===== config.mk =====
export PLATFORM = sky130hd
export DESIGN_NAME = pedestrian_xing_flat
export DESIGN_NICKNAME = d
export VERILOG_FILES = /design/src/rtl/pedestrian_xing_if.sv /design/src/rtl/pedestrian_xing.sv /design/src/flat_wrapper.sv
export SDC_FILE = /design/constraint.sdc
export NUM_CORES = 1
export LEC_CHECK = 0
export ABC_AREA = 1
export ABC_CLOCK_PERIOD_IN_PS = 2400
export CORE_ASPECT_RATIO = 0.9
export CORE_MARGIN = 10
export CORE_UTILIZATION = 35
export DETAILED_ROUTE_END_ITERATION = 10
export DONT_BUFFER_PORTS = 1
export SLEW_MARGIN = 20
export SYNTH_ARGS = -nofsm -noshare
export SYNTH_HDL_FRONTEND = slang
export SYNTH_SLANG_ARGS = --single-unit

===== constraint.sdc =====
create_clock -name pin3_clk_16mhz -period 2.4 [get_ports pin3_clk_16mhz]
set_input_delay 0.12 -clock pin3_clk_16mhz [delete_from_list [all_inputs] [get_ports pin3_clk_16mhz]]
set_output_delay 0.12 -clock pin3_clk_16mhz [all_outputs]
set_load 0.05 [all_outputs]

===== src/rtl/pedestrian_xing_if.sv =====
// Pedestrian crossing signal bundle: request button in, lamp drives out.
// The signal names keep the original pin names of the crossing controller.
interface pedestrian_xing_if;
    logic pin10_ped_button;
    logic pin4_green;
    logic pin5_yellow;
    logic pin6_red;
    logic pin7_ped_green;
    logic pin8_ped_red;
    logic pin11_wait_lamp;

    modport master (
        output pin10_ped_button,
        input  pin4_green, pin5_yellow, pin6_red,
        input  pin7_ped_green, pin8_ped_red, pin11_wait_lamp
    );

    modport slave (
        input  pin10_ped_button,
        output pin4_green, pin5_yellow, pin6_red,
        output pin7_ped_green, pin8_ped_red, pin11_wait_lamp
    );
endinterface


===== src/rtl/pedestrian_xing.sv =====
// Pedestrian crossing controller: road/pedestrian lamp sequencer with a
// synchronised request button, per-phase seconds timer and lamp test.
// Optional build macro PED_FLASH_EN: flashes the pedestrian green lamp
// (half-second on/off) during the pedestrian clearance phase.
module pedestrian_xing #(
    parameter int TIMER_SCALE = 16000000,
    parameter int T_LAMPTEST  = 2,
    parameter int T_MIN_GREEN = 10,
    parameter int T_YELLOW    = 3,
    parameter int T_ALLRED    = 2,
    parameter int T_PED_WALK  = 8,
    parameter int T_PED_CLEAR = 4
) (
    input logic               pin3_clk_16mhz,
    input logic               pin9_reset,
    pedestrian_xing_if.slave  xing
);

    function automatic int max2(input int a, input int b);
        return (a > b) ? a : b;
    endfunction

    localparam int T_MAX = max2(max2(max2(T_LAMPTEST, T_MIN_GREEN), max2(T_YELLOW, T_ALLRED)),
                                max2(T_PED_WALK, T_PED_CLEAR));
    localparam int PW = $clog2(TIMER_SCALE);
    localparam int SW = $clog2(T_MAX + 1);
    localparam logic [PW-1:0] PRE_LAST = PW'(TIMER_SCALE - 1);
`ifdef PED_FLASH_EN
    localparam logic [PW-1:0] HALF = PW'(TIMER_SCALE / 2);
`endif

    typedef enum logic [2:0] {
        LAMPTEST   = 3'd0,
        ROADGREEN  = 3'd1,
        ROADYELLOW = 3'd2,
        ALLRED     = 3'd3,
        PEDWALK    = 3'd4,
        PEDCLEAR   = 3'd5,
        PEDALLRED  = 3'd6
    } state_t;

    state_t          state_q;
    state_t          state_nxt;
    logic            leave;
    logic [1:0]      sync_q;
    logic            btn_prev_q;
    logic            btn_rise;
    logic            req_q;
    logic            min_green_q;
    logic            armed_q;
    logic [PW-1:0]   pre_q;
    logic [PW-1:0]   pre_nxt;
    logic [SW-1:0]   sec_q;
    logic [SW-1:0]   sec_last;
    logic            phase_done;
    logic [4:0]      lamps_q;   // {ped_red, ped_green, red, yellow, green}

    // Lamp pattern for each state; illegal encodings show the lamp test pattern.
    function automatic logic [4:0] lamp_pattern(input state_t s);
        case (s)
            LAMPTEST:   return 5'b11111;
            ROADGREEN:  return 5'b10001;
            ROADYELLOW: return 5'b10010;
            ALLRED:     return 5'b10100;
            PEDWALK:    return 5'b01100;
            PEDCLEAR:   return 5'b01100;
            PEDALLRED:  return 5'b10100;
            default:    return 5'b11111;
        endcase
    endfunction

    assign btn_rise   = sync_q[1] & ~btn_prev_q;
    assign pre_nxt    = (pre_q == PRE_LAST) ? '0 : pre_q + PW'(1);
    assign phase_done = (pre_q == PRE_LAST) && (sec_q == sec_last);

    // Phase length selection and next-state decision.
    always_comb begin
        state_nxt = state_q;
        leave     = 1'b0;
        sec_last  = '0;
        case (state_q)
            LAMPTEST: begin
                sec_last = SW'(T_LAMPTEST - 1);
                if (phase_done) begin state_nxt = ROADGREEN; leave = 1'b1; end
            end
            ROADGREEN: begin
                sec_last = SW'(T_MIN_GREEN - 1);
                if ((phase_done || min_green_q) && req_q) begin state_nxt = ROADYELLOW; leave = 1'b1; end
            end
            ROADYELLOW: begin
                sec_last = SW'(T_YELLOW - 1);
                if (phase_done) begin state_nxt = ALLRED; leave = 1'b1; end
            end
            ALLRED: begin
                sec_last = SW'(T_ALLRED - 1);
                if (phase_done) begin state_nxt = PEDWALK; leave = 1'b1; end
            end
            PEDWALK: begin
                sec_last = SW'(T_PED_WALK - 1);
                if (phase_done) begin state_nxt = PEDCLEAR; leave = 1'b1; end
            end
            PEDCLEAR: begin
                sec_last = SW'(T_PED_CLEAR - 1);
                if (phase_done) begin state_nxt = PEDALLRED; leave = 1'b1; end
            end
            PEDALLRED: begin
                sec_last = SW'(T_ALLRED - 1);
                if (phase_done) begin state_nxt = ROADGREEN; leave = 1'b1; end
            end
            default: begin
                state_nxt = LAMPTEST;
                leave     = 1'b1;
            end
        endcase
    end

    // State, timers, request flag, button synchroniser and registered lamps.
    always_ff @(posedge pin3_clk_16mhz) begin
        if (pin9_reset) begin
            sync_q      <= '0;
            btn_prev_q  <= 1'b0;
            req_q       <= 1'b0;
            min_green_q <= 1'b0;
            armed_q     <= 1'b0;
            pre_q       <= '0;
            sec_q       <= '0;
            state_q     <= LAMPTEST;
            lamps_q     <= '0;
        end else begin
            sync_q     <= {sync_q[0], xing.pin10_ped_button};
            btn_prev_q <= sync_q[1];
            if (!armed_q) begin
                // The first edge out of reset acts as the LAMPTEST entry edge:
                // counters stay at their reload value so the phase runs full length.
                armed_q <= 1'b1;
                lamps_q <= lamp_pattern(LAMPTEST);
                if (btn_rise) req_q <= 1'b1;
            end else begin
                state_q <= state_nxt;
                lamps_q <= lamp_pattern(state_nxt);
`ifdef PED_FLASH_EN
                if (state_nxt == PEDCLEAR) lamps_q[3] <= leave | (pre_nxt < HALF);
`endif
                if (leave) begin
                    pre_q       <= '0;
                    sec_q       <= '0;
                    min_green_q <= 1'b0;
                end else if (!(state_q == ROADGREEN && min_green_q)) begin
                    // Road green freezes its timer once minimum green has elapsed.
                    pre_q <= pre_nxt;
                    if (pre_q == PRE_LAST) sec_q <= sec_q + SW'(1);
                    if (state_q == ROADGREEN && phase_done) min_green_q <= 1'b1;
                end
                if (leave && state_nxt == PEDWALK) req_q <= 1'b0;
                else if (btn_rise && state_q != PEDWALK) req_q <= 1'b1;
            end
        end
    end

    assign xing.pin4_green      = lamps_q[0];
    assign xing.pin5_yellow     = lamps_q[1];
    assign xing.pin6_red        = lamps_q[2];
    assign xing.pin7_ped_green  = lamps_q[3];
    assign xing.pin8_ped_red    = lamps_q[4];
    assign xing.pin11_wait_lamp = req_q | (armed_q & (state_q == LAMPTEST));

endmodule

===== src/flat_wrapper.sv =====
// flat-port wrapper written by rule: the top's interface ports become plain ports
module pedestrian_xing_flat 
#(
    parameter int TIMER_SCALE = 16000000,
    parameter int T_LAMPTEST  = 2,
    parameter int T_MIN_GREEN = 10,
    parameter int T_YELLOW    = 3,
    parameter int T_ALLRED    = 2,
    parameter int T_PED_WALK  = 8,
    parameter int T_PED_CLEAR = 4
)
  (pin3_clk_16mhz, pin9_reset, xing_pin10_ped_button, xing_pin4_green, xing_pin5_yellow, xing_pin6_red, xing_pin7_ped_green, xing_pin8_ped_red, xing_pin11_wait_lamp);
  pedestrian_xing_if xing_i ();
  input logic pin3_clk_16mhz;
  input logic pin9_reset;
  input wire logic [$bits(xing_i.pin10_ped_button)-1:0] xing_pin10_ped_button;
  output wire logic [$bits(xing_i.pin4_green)-1:0] xing_pin4_green;
  output wire logic [$bits(xing_i.pin5_yellow)-1:0] xing_pin5_yellow;
  output wire logic [$bits(xing_i.pin6_red)-1:0] xing_pin6_red;
  output wire logic [$bits(xing_i.pin7_ped_green)-1:0] xing_pin7_ped_green;
  output wire logic [$bits(xing_i.pin8_ped_red)-1:0] xing_pin8_ped_red;
  output wire logic [$bits(xing_i.pin11_wait_lamp)-1:0] xing_pin11_wait_lamp;
  assign xing_i.pin10_ped_button = xing_pin10_ped_button;
  assign xing_pin4_green = xing_i.pin4_green;
  assign xing_pin5_yellow = xing_i.pin5_yellow;
  assign xing_pin6_red = xing_i.pin6_red;
  assign xing_pin7_ped_green = xing_i.pin7_ped_green;
  assign xing_pin8_ped_red = xing_i.pin8_ped_red;
  assign xing_pin11_wait_lamp = xing_i.pin11_wait_lamp;
  pedestrian_xing #(.TIMER_SCALE(TIMER_SCALE), .T_LAMPTEST(T_LAMPTEST), .T_MIN_GREEN(T_MIN_GREEN), .T_YELLOW(T_YELLOW), .T_ALLRED(T_ALLRED), .T_PED_WALK(T_PED_WALK), .T_PED_CLEAR(T_PED_CLEAR)) u_core (.pin3_clk_16mhz(pin3_clk_16mhz), .pin9_reset(pin9_reset), .xing(xing_i));
endmodule

; Yosys cells after proc, flatten, opt, wreduce, memory -nomap -nowiden
; Cells that the tools add are included.
[op_classes]
reduce_logical = 20
eq_ne = 17
n_bitwise = 4
n_addsub = 2
n_mux = 27
[ops]
columns = operator, count
row1 = $mux W24, 3
row2 = $add A24 B1 Y24 const B, 1
row3 = $eq A24 B24 Y1 const B, 1
row4 = $pmux W4 S5, 1
row5 = $pmux W5 S4, 1
row6 = $eq A3 B3 Y1 const B, 6
row7 = $mux W3, 6
row8 = $pmux W3 S6, 1
row9 = $eq A3 B2 Y1 const B, 4
row10 = $mux W4, 3
row11 = $mux W1, 10
row12 = $eq A3 B1 Y1 const B, 2
row13 = $logic_and A1 B1 Y1, 6
row14 = $ne A3 B3 Y1 const B, 2
row15 = $reduce_and A3 Y1, 2
row16 = $reduce_bool A2 Y1, 3
row17 = $reduce_or A2 Y1, 3
row18 = $reduce_or A6 Y1, 1
row19 = $mux W5, 1
row20 = $add A4 B1 Y4 const B, 1
row21 = $eq A4 B4 Y1, 1
row22 = $reduce_and A2 Y1, 2
row23 = $logic_not A3 Y1, 1
row24 = $reduce_or A3 Y1, 1
row25 = other kinds (6), 7
[totals]
reg_bits = 42
wordCells = 79
out_inout_bits = 6
inputBits = 3

; Depth between registers and ports, before layout
[logic_depth]
depth_word = 13
mapped_depth = 17
depth_no_buf = 17

; Least setup slack after synthesis
; Ideal clock, no wire load.
[synth_path]
kind = flip-flop to flip-flop
startpoint = register u_core.pre_q[0]
endpoint = register u_core.pre_q[5]
period_less_slack_ns = 1.947
path_stages_with_launch = 18
arrival_ns = 1.827
required_ns = 2.280
path_slack_ns = 0.453
path_cell_list = dfxtp_1 ha_1 nand2_1 inv_1 nand2_1 nor2_2 nand3_1 nor2_1 nand2_2 nand2_2 nand2_2 nand2_2 nand2_4 nand2_4 nand2_8 nand2_8 buf_8 nor3b_2
[synth_between]
elab_chain_cells = 8
elab_cells_between_ends = 13
classes_between = 1 x add/sub / 2 x eq/ne / 6 x mux / 4 x reduce/logical
[synth_lines]
columns = item, line
row1 = start: declaration, pedestrian_xing.sv:51  ; logic [PW-1:0] pre_q;
row2 = start signal: assignment, pedestrian_xing.sv:150  ; pre_q <= pre_nxt;
row3 = branches (longest 8 deep; another with $add A24 B1 Y24), --
; Several ways; the timed one is not identified. The select of a mux whose other input is x is not followed.
; A chain may end at the register's enable or synchronous reset.

; Worst setup path after layout
[layout_path]
startpoint = register u_core.pre_q[0]
endpoint = register u_core.pre_q[19]
; The elaborated chain is that of the path after synthesis.

==> qor.yml <==
grt:
  antenna_found_initial: 0
  grt_max_degree: 25
  grt_pass1_vias: 2018
  grt_pass1_wl_um: 9110
  grt_usage_pct: 10.2
  gr-total-overflow: 0
critical_path:
  cp_num_buf_inv: 1
  startpoint_type: "flip-flop"
  cp_cell_sequence: "ha_1 > nand2_1 > inv_1 > nand2_1 > nor2_4 > nand3_1 > nor2_1 > nand2_2 > nand2_2 > nand2_2 > nand2_2 > nand2_4 > nand2_4 > nand2_8 > nand2_8 > nor3b_1"
  startpoint: "u_core.pre_q[0]"
  crit_fanout: 24
  timing.rr.start: "u_core.pre_q[0]"
  cp_data_arrival_time_ns: 2.30
  required_ns: 2.57
  critPathTopFamily: "simple AND/OR/NAND/NOR gates"
  cp_slowest_cell: "dfxtp_1"
  critPathCaptureType: "flip-flop"
  worstSetupPathType: "reg2reg"
  crit_top_cell: "nand2_2"
  slowest_delay_ns: 0.37
floorplan:
  boundaryPins: 9
  coreArea_um2: 6590
  start_util_pct: 36.0
  rows: 28
  fp.dieW_um: 107
  die_y_um: 98.1
  design.die.area_um2: 10500
timing:
  setup_viol: 0
  setup_tns_ns: 0
  rsz0062_at_grt: "false"
  worst_pin_slew_ns: 0.484
  hold_viol: 0
  slew-limit-headroom_pct: 67.6
  min_period_over_period_pct: 88.7
  max_freq_ghz: 0.470
  clock_skew_ns: 0.0199
  slew_violations: 0
  worst_slack_ns: 0.271
  fin_crit_ns: 2.13
clocking:
  tritoncts: "done"
  cts_buffers: 5
  cts.path.max_buffers: 2
  clkTransAtPathRegs_ns: 0.09
  cts.htree.levels: 2
  root_buffer: "clkbuf_8"
  numClockSinks: 42
  clkLatencyLatePin_ns: 0.30
routing:
  dr_total_vias: 2089
  wl_per_cell_um: 11.5
  ant_nets: 0
  drc_errors: 0
  vias_per_cell: 4.84
  drt_wl_total_um: 4950
  firstDrtPassIters: 4
  drt-initial-drc-count: 106
pwr:
  pwr_density_cell_nw_per_um2: 535
  p_leak_uw: 0.00101
  vdd_drop_max_mv: 0.247
place:
  io_buffers: 0
  finalWeightedCongestion: 0.835
  place_ws_ns: 0.244
  place_hpwl_um: 3700
cells_and_area:
  area_growth_pct: 8.29
  seq_area_um2: 841
  final_nets: 346
  num-fill-cells: 717
  multi_input_area_um2: 1320
  antenna_cells: 0
  drive_gt1_share_pct: 14.9
job:
  cap_violations: 0
worst_hold_path:
  min_from: "pin9_reset"
  min-delay-path-class: "in2reg"
synth:
  synth_area_um2: 2370
  ys_warn_count: 0
  postSynthNetCount: 341
  yosysSeqAreaShare_pct: 35.5
  syn_avg_cell_area_um2: 7.05
  synth_seq_cells: 42
  synth_cells: 336
  synthDistinctLibCells: 36
outcome:
  outcome: "finished, final reports clean"
-- sequential cells by signal (all words and copies together), names as in the netlist --
name	cells
u_core.lamps_q	5
u_core.armed_q	1
u_core.req_q	1
u_core.state_q	3
u_core.btn_prev_q	1
u_core.sync_q	2
u_core.pre_q	24
u_core.sec_q	4
u_core.min_green_q	1
-- routing by layer --
| metal | vias up | GRT usage [%] | share of wire, % |
|---|---|---|---|
| met5 | - | 0 | 0 |
| met4 | 0 | 4.37 | 1.3 |
| met3 | 4 | 2.04 | 4.2 |
| met2 | 42 | 15.8 | 44 |
| met1 | 939 | 13.4 | 51 |
| li1 | 1104 | - | - |
-- cells in the mapped netlist (all sizes together) --
cell	instances	area [µm²]
nand2	78	358
o31ai	1	7.51
a21oi	18	90.1
a31o	3	26.3
nor3b	7	67.6
and3	1	6.26
o21ai	6	30.0
xor2	5	43.8
dfxtp	42	841
a31oi	2	12.5
o22ai	1	12.5
clkinv	1	3.75
ha	2	25.0
nor3	20	161
inv	45	169
xnor2	1	8.76
o211ai	1	7.51
nor4	4	25.0
nand3	32	170
buf	4	40.0
clkbuf	2	7.51
nor2	51	199
or2	1	6.26
o21bai	1	7.51
nand4	7	43.8
-- worst paths after layout --
path	slack (ns)	depth (start not counted)	end
min	0.04	3	u_core.state_q[0]
max reg2reg	0.27	16	u_core.pre_q[19]
max	0.27	16	u_core.pre_q[19]
min reg2reg	0.41	2	u_core.sync_q[1]
-- area by class of cell --
cell class | count | share of cell area, %
multi-input cells | 242 | 51.3
repair buffers | 4 | 1.37
well taps | 90 | 4.39
clock buffers | 5 | 2.68
flip-flops and latches | 42 | 32.8
inverters | 46 | 6.73
clock inverters | 3 | 0.731
-- worst register-to-register path: cells and delay by family (launching register included) --
kind                     cells  cell delay [ns]
adder cells (fa/ha/maj)      1             0.18
AND/OR/NAND/NOR             14             1.39
flip-flops                   1             0.37
buffers and inverters        1             0.05
-- power by group --
part	switching [µW]	internal, µW
sequential	43.8	715
clock	263	205
combinational	103	43.2
total	409	964
-- metrics by stage --
step	total power [µW]	instance area, µm²	utilization, %	instances	hold WS, ns
global route	1440	2570	39.0	432	0.0302
floorplan	895	2370	-	336	0.227
global placement	914	2450	37.2	422	0.194
CTS	1390	2560	38.8	432	0.0164
detailed placement	915	2450	37.2	422	0.193
finish	1370	2570	39.0	432	0.0448
-- placed cells by master, fill, tap and decap left out, types with 2 or more instances in the layout --
| master | synthesis | final |
|---|---|---|
| buf_4 | 0 | 2 |
| nor4_1 | 4 | 4 |
| nand2_2 | 7 | 7 |
| nand2_8 | 2 | 2 |
| xor2_1 | 5 | 5 |
| nand2_1 | 67 | 67 |
| dlygate4sd3_1 | 0 | 2 |
| nor3_1 | 9 | 9 |
| nor3b_2 | 3 | 3 |
| inv_2 | 5 | 5 |
| nor2_2 | 3 | 2 |
| dfxtp_1 | 42 | 42 |
| ha_1 | 2 | 2 |
| nor3b_1 | 4 | 4 |
| nor3_2 | 10 | 10 |
| nand2_4 | 2 | 2 |
| a31o_2 | 3 | 3 |
| o21ai_0 | 5 | 5 |
| inv_1 | 40 | 40 |
| a21oi_1 | 18 | 18 |
| nand4_1 | 7 | 7 |
| nand3_1 | 30 | 30 |
| a31oi_1 | 2 | 2 |
| nand3_2 | 2 | 2 |
| clkbuf_8 | 0 | 5 |
| clkinv_2 | 0 | 2 |
| nor2_1 | 48 | 48 |
-- kinds of logic (layout without fill, tap and decap cells) --
logic type | count (synthesis) | after routing | share of synthesized area (%)
fa+ha+maj | 2 | 2 | 1.06
xor+xnor | 6 | 6 | 2.22
flops | 42 | 42 | 35.5
buf+inv | 52 | 58 | 9.29
compound gates | 33 | 33 | 8.18
simple gates | 201 | 201 | 43.8
-- repair_timing --
| action | 4_1_cts | 5_1_grt |
|---|---|---|
| resized for setup | 0 | 2 |
| setup buffers | 0 | 0 |
| hold endpoints to repair | 10 | 0 |
| hold buffers | 2 | 0 |
| endpoints found under the setup margin | 0 | 26 |
Note: power is estimated with default switching activity, not from simulation.
